**src/rtl/scl_generate.sv**
```systemverilog
`default_nettype none
// ============================================================================
// Module   : scl_generate
// Purpose  : I2C master SCL timing stage. Produces SCL, the per-phase cycle
//            counter, the bit index within a byte and the bit-boundary
//            strobes consumed by the SDA/state FSM (sda_generate). Honours
//            slave clock stretching during the SCL high phase.
// Revision : 1.0 - initial release
// ============================================================================
module scl_generate #(
  parameter int ADDR_LEN        = 7,
  parameter int DATA_LEN        = 8,
  parameter int SETUP_SDA_START = 2,
  parameter int HOLD_START      = 4,
  parameter int T_HIGH          = 4,
  parameter int T_LOW           = 6
) (
  input  logic       clk,
  input  logic       rst_n,
  input  logic [3:0] state_master,
  input  logic       free,
  input  logic       rst_count,
  input  logic       scl_in,
  output logic       scl,
  output logic [6:0] count_ctrl,
  output logic [3:0] count,
  output logic       wait_for_sync,
  output logic       add_sent,
  output logic       data_sent,
  output logic       data_received
);

  // Master FSM encodings that this block reacts to
  localparam logic [3:0] SM_READY        = 4'd1;
  localparam logic [3:0] SM_SEND_ADDRESS = 4'd2;
  localparam logic [3:0] SM_OUTPUT_DATA  = 4'd4;
  localparam logic [3:0] SM_STORE_DATA   = 4'd7;
  localparam logic [3:0] SM_STOP         = 4'd11;

  // Terminal counts of each phase
  localparam logic [6:0] START_LAST = 7'(SETUP_SDA_START + HOLD_START - 1);
  localparam logic [6:0] LOW_LAST   = 7'(T_LOW - 1);
  localparam logic [6:0] HIGH_LAST  = 7'(T_HIGH - 1);
  localparam logic [6:0] CTRL_MAX   = 7'h7F;
  localparam logic [3:0] ADDR_LAST  = 4'(ADDR_LEN);
  localparam logic [3:0] DATA_LAST  = 4'(DATA_LEN - 1);

  typedef enum logic [2:0] {
    G_IDLE  = 3'd0,
    G_START = 3'd1,
    G_LOW   = 3'd2,
    G_HIGH  = 3'd3,
    G_STOP  = 3'd4
  } gen_state_t;

  gen_state_t state_q, state_d;
  logic       scl_q, scl_d;
  logic [6:0] count_ctrl_q, count_ctrl_d;
  logic [3:0] count_q, count_d;
  logic       wait_for_sync_q, wait_for_sync_d;
  logic       add_sent_q, add_sent_d;
  logic       data_sent_q, data_sent_d;
  logic       data_received_q, data_received_d;
  logic       abort;
  logic       bit_end;
  logic       high_last_next;

  // Next-state, phase counter, bit index and strobe computation
  always_comb begin
    state_d      = state_q;
    scl_d        = scl_q;
    count_ctrl_d = count_ctrl_q;
    count_d      = count_q;
    abort        = 1'b0;
    bit_end      = 1'b0;

    case (state_q)
      G_IDLE: begin
        scl_d        = 1'b1;
        count_ctrl_d = 7'd0;
        if (state_master == SM_READY) begin
          state_d = G_START;
        end
      end
      G_START: begin
        if (free) begin
          abort = 1'b1;
        end else if (count_ctrl_q == START_LAST) begin
          state_d      = G_LOW;
          scl_d        = 1'b0;
          count_ctrl_d = 7'd0;
        end else begin
          count_ctrl_d = count_ctrl_q + 7'd1;
        end
      end
      G_LOW: begin
        if (free) begin
          abort = 1'b1;
        end else if (count_ctrl_q == LOW_LAST) begin
          count_ctrl_d = 7'd0;
          if (state_master == SM_STOP) begin
            // SCL stays low one more cycle so SDA can settle low before STOP
            state_d = G_STOP;
            scl_d   = 1'b0;
          end else begin
            state_d = G_HIGH;
            scl_d   = 1'b1;
          end
        end else begin
          count_ctrl_d = count_ctrl_q + 7'd1;
        end
      end
      G_HIGH: begin
        if (free) begin
          abort = 1'b1;
        end else if (count_ctrl_q == HIGH_LAST) begin
          state_d      = G_LOW;
          scl_d        = 1'b0;
          count_ctrl_d = 7'd0;
          bit_end      = 1'b1;
        end else if (!scl_in) begin
          // Slave is stretching: the high phase only starts once SCL is seen high
          count_ctrl_d = 7'd0;
        end else begin
          count_ctrl_d = count_ctrl_q + 7'd1;
        end
      end
      G_STOP: begin
        scl_d = 1'b1;
        if (free) begin
          state_d      = G_IDLE;
          count_ctrl_d = 7'd0;
        end else if (count_ctrl_q != CTRL_MAX) begin
          count_ctrl_d = count_ctrl_q + 7'd1;
        end
      end
      default: begin
        state_d      = G_IDLE;
        scl_d        = 1'b1;
        count_ctrl_d = 7'd0;
      end
    endcase

    if (bit_end) begin
      case (state_master)
        SM_SEND_ADDRESS: count_d = (count_q == ADDR_LAST) ? 4'd0 : count_q + 4'd1;
        SM_OUTPUT_DATA:  count_d = (count_q == DATA_LAST) ? 4'd0 : count_q + 4'd1;
        SM_STORE_DATA:   count_d = (count_q == DATA_LAST) ? 4'd0 : count_q + 4'd1;
        default:         count_d = count_q;
      endcase
    end

    if (abort) begin
      state_d      = G_IDLE;
      scl_d        = 1'b1;
      count_ctrl_d = 7'd0;
      count_d      = 4'd0;
    end

    if (rst_count) begin
      count_d = 4'd0;
    end

    // Strobes are registered but must coincide with the terminal cycle they
    // mark, so they are set one cycle ahead from the predicted next state.
    high_last_next  = (state_d == G_HIGH) && (count_ctrl_d == HIGH_LAST);
    wait_for_sync_d = (state_d == G_START) && (count_ctrl_d == START_LAST);
    add_sent_d      = high_last_next && (state_master == SM_SEND_ADDRESS) &&
                      (count_q == ADDR_LAST);
    data_sent_d     = high_last_next && (state_master == SM_OUTPUT_DATA) &&
                      (count_q == DATA_LAST);
    data_received_d = high_last_next && (state_master == SM_STORE_DATA) &&
                      (count_q == DATA_LAST);
  end

  // State, SCL, counters and strobes register with asynchronous reset
  always_ff @(posedge clk or negedge rst_n) begin
    if (!rst_n) begin
      state_q         <= G_IDLE;
      scl_q           <= 1'b1;
      count_ctrl_q    <= 7'd0;
      count_q         <= 4'd0;
      wait_for_sync_q <= 1'b0;
      add_sent_q      <= 1'b0;
      data_sent_q     <= 1'b0;
      data_received_q <= 1'b0;
    end else begin
      state_q         <= state_d;
      scl_q           <= scl_d;
      count_ctrl_q    <= count_ctrl_d;
      count_q         <= count_d;
      wait_for_sync_q <= wait_for_sync_d;
      add_sent_q      <= add_sent_d;
      data_sent_q     <= data_sent_d;
      data_received_q <= data_received_d;
    end
  end

  assign scl           = scl_q;
  assign count_ctrl    = count_ctrl_q;
  assign count         = count_q;
  assign wait_for_sync = wait_for_sync_q;
  assign add_sent      = add_sent_q;
  assign data_sent     = data_sent_q;
  assign data_received = data_received_q;

endmodule
`default_nettype wire

```
**config.mk**
```make
export PLATFORM = sky130hd
export DESIGN_NAME = scl_generate
export DESIGN_NICKNAME = d
export VERILOG_FILES = /design/src/rtl/scl_generate.sv
export SDC_FILE = /design/constraint.sdc
export NUM_CORES = 1
export LEC_CHECK = 0
export BUFFER_PORTS_ARGS = -buffer_cell sky130_fd_sc_hd__buf_2
export CAP_MARGIN = 25
export CORE_AREA = 3 3 59 61
export CTS_CLUSTER_DIAMETER = 50
export DETAILED_ROUTE_END_ITERATION = 7
export DIE_AREA = 0 0 62 64
export PLACE_DENSITY = 0.72
export SYNTH_ARGS = -nofsm -noshare
export SYNTH_HDL_FRONTEND = slang
export SYNTH_SLANG_ARGS = --single-unit
```
**constraint.sdc**
```tcl
create_clock -name clk -period 7.2 [get_ports clk]
set_input_delay 1.44 -clock clk [delete_from_list [all_inputs] [get_ports clk]]
set_output_delay 1.44 -clock clk [all_outputs]
set_load 0.01 [all_outputs]
```
==> metrics.cfg <==
[status]
outcome = finished, final reports clean

[place]
gp_congestion = 0.934
place_hpwl_microns = 2550
place_ws_ps = 3890
place.port_buffers = 24

[route]
wl_per_cell_microns = 15.5
drc = 0
postRouteAntennaNets = 0
first_iter_violations = 78
viasPerCell = 5.98
routed_wl_microns = 3360
vias = 1297
drt_first_pass_iters = 4

[timing]
setup_slack_ps = 4260
finClkSkew_ps = 6.17
drv_slew = 0
fin_tns_setup_ps = 0
fin_crit_ps = 2940
relSlewSlack_pct = 44.3
rsz0062_at_grt = no
setup-violations-final = 0
hold_violations = 0
fmax_mhz = 340
worst_pin_slew_ps = 834
final.period_utilization_pct = 40.8

[global_routing]
grt_pass1_wl_microns = 5490
grt_pass1_vias = 1140
grt_max_degree = 20
antenna_found_initial = 0
overflow = 0
grt_usage_pct = 18.2

[worst_setup_path]
cp-end-kind = flip-flop
cp_data_arrival_time_ps = 3170
cp.required_ps = 7430
crit_path_max_incr_delay_ps = 700
critPathSlowestCell = or4b_2
worstSetupPathType = in -> reg
crit_family = simple AND/OR/NAND/NOR gates
crit_path_start_kind = input pin
cp_num_buf_inv = 1
crit_fanout = 14
path_cells = buf_2, or4b_2, and2_0, o31ai_2, nor4bb_1

[finish]
fin_nets = 186
drive_gt1_share_pct = 24.9
fillCellCount = 294
diodes = 0
area_growth_syn_to_layout_pct = 12.0
multiInputGateArea_sq_um = 811
final-seq-area_sq_um = 477

[clock_network]
cts_resized = 0
hold_buffers = 0
h-tree-depth = 1
clk_pin_slew_worst_paths_ps = 120
clock-root-buffer = clkbuf_4
cts_setup_buffers = 0
cts_tree = built
clock_latency_ps = 310
cts_buffer_depth = 2
cts_buffers = 3
cts.sinks = 19

[synthesis]
syn_area_sq_um = 1340
yosys_register_bits = 19
ys_seq_area_share_pct = 35.5
avgSynthCellArea_sq_um = 8.72
synth.distinct_cells = 55
ys_warn_count = 0
synth-edff-count = 0
synth_ff_type = dfrtp_1
synthArstFlopShare_pct = 100
synth_cells = 154
synth_nets = 166

[pwr]
p_leak_uw = 0.000630
power-per-cell-area_nw_per_um2 = 123
irDropWorstVdd_v = 0.0000602

[floorplan]
die_w_microns = 62
start_util_pct = 44.3
die_height_microns = 64
row_count = 20
io_pins = 25
core-area_sq_um = 3030
die-area_sq_um = 3970

[job]
maxCapViolations = 0

[worst_hold_path]
hold_class = reg -> reg

## where the power goes
part / switching (uW) / internal (uW) / leakage [uW] / total (uW)
sequential: 1.44 / 108 / 0.000262 / 109
clock: 37.3 / 21.2 / 0.0000139 / 58.6
combinational: 10.6 / 6.29 / 0.000355 / 16.8
## worst paths after layout
| path | startpoint | to | slack (ps) | cells after the start |
|---|---|---|---|---|
| max in group asynchronous | rst_n | scl | 5800 | 1 |
| worst min register to register | scl | scl | 510 | 2 |
| worst max-delay path | free | wait_for_sync | 4260 | 5 |
| min in group asynchronous | rst_n | add_sent | 1050 | 1 |
| worst max register to register | count_ctrl[3] | add_sent | 4590 | 6 |
| worst min-delay path | scl | scl | 510 | 2 |
## through the flow
step                hold slack (ps)  cells  utilization (%)  instance area [sq um]  total power, uW
floorplan                       494    154                -                   1340              120
global placement                476    213             48.7                   1470              127
detailed placement              498    213             48.7                   1470              128
CTS                             514    217             49.7                   1500              185
global route                    537    217             49.7                   1500              192
finish                          508    217             49.7                   1500              184
## flip-flops by register name, indices dropped and copies added (netlist names)
signal / flops
data_received: 1
wait_for_sync: 1
add_sent: 1
count_ctrl: 7
scl: 1
data_sent: 1
count: 4
state_q: 3
## cell type report
type | instances | share of cell area (%)
multi-input combinational | 123 | 53.9
clock inverter | 1 | 0.499
sequential | 19 | 31.7
timing repair buffer | 24 | 7.99
inverter | 3 | 0.749
clock buffer | 3 | 1.50
tap | 44 | 3.66
## worst min-delay path, stage by stage, from the launching register on
cell	delay (ps)
dfstp_2	390
nand2_1	50
nand3b_1	80
## Yosys cell counts, drive strengths merged (3+ instances only)
library cell | count | area share [%]
a31oi | 4 | 1.9
mux2i | 3 | 2.2
nand2 | 11 | 3.1
nor2 | 20 | 5.6
a21o | 3 | 1.8
inv | 3 | 0.84
ha | 3 | 2.8
dfrtp | 18 | 34
o21ai | 5 | 1.9
and2 | 3 | 1.4
nand4 | 3 | 1.4
a21oi | 8 | 3.0
nor2b | 5 | 2.3
nor4 | 7 | 3.3
nor3 | 8 | 3.0
a211oi | 3 | 2.0
buf | 5 | 2.1
clkbuf | 4 | 1.1
## cells by family (layout without fill, tap and decap cells)
logic type / count (synthesis) / count (layout) / share of synthesized area [%]
adders and majority gates: 3 / 3 / 2.80
muxes: 3 / 3 / 2.24
AOI/OAI and AO/OA: 39 / 39 / 22.7
buffers and inverters: 12 / 31 / 4.10
xor gates and xnor gates: 2 / 2 / 1.30
and+or+nand+nor: 76 / 76 / 31.3
DFF: 19 / 19 / 35.5
## layout by cell type (no fill, tap or decap), types with 4 or more instances in the layout
cell type / count
nor3_1: 8
nor4_1: 7
dfrtp_1: 18
nor2b_1: 5
nand2_1: 11
nor2_1: 20
a31oi_1: 4
buf_2: 24
a21oi_1: 8
o21ai_0: 5
## layer usage
| metal | track usage (%) | routed length, microns |
|---|---|---|
| met1 | 26.5 | 1460 |
| met2 | 26.6 | 1640 |
| met3 | 3.23 | 198 |
| met4 | 6.37 | 69 |
| met5 | 0 | 0 |
No activity file was read; power rests on OpenSTA's default activity.
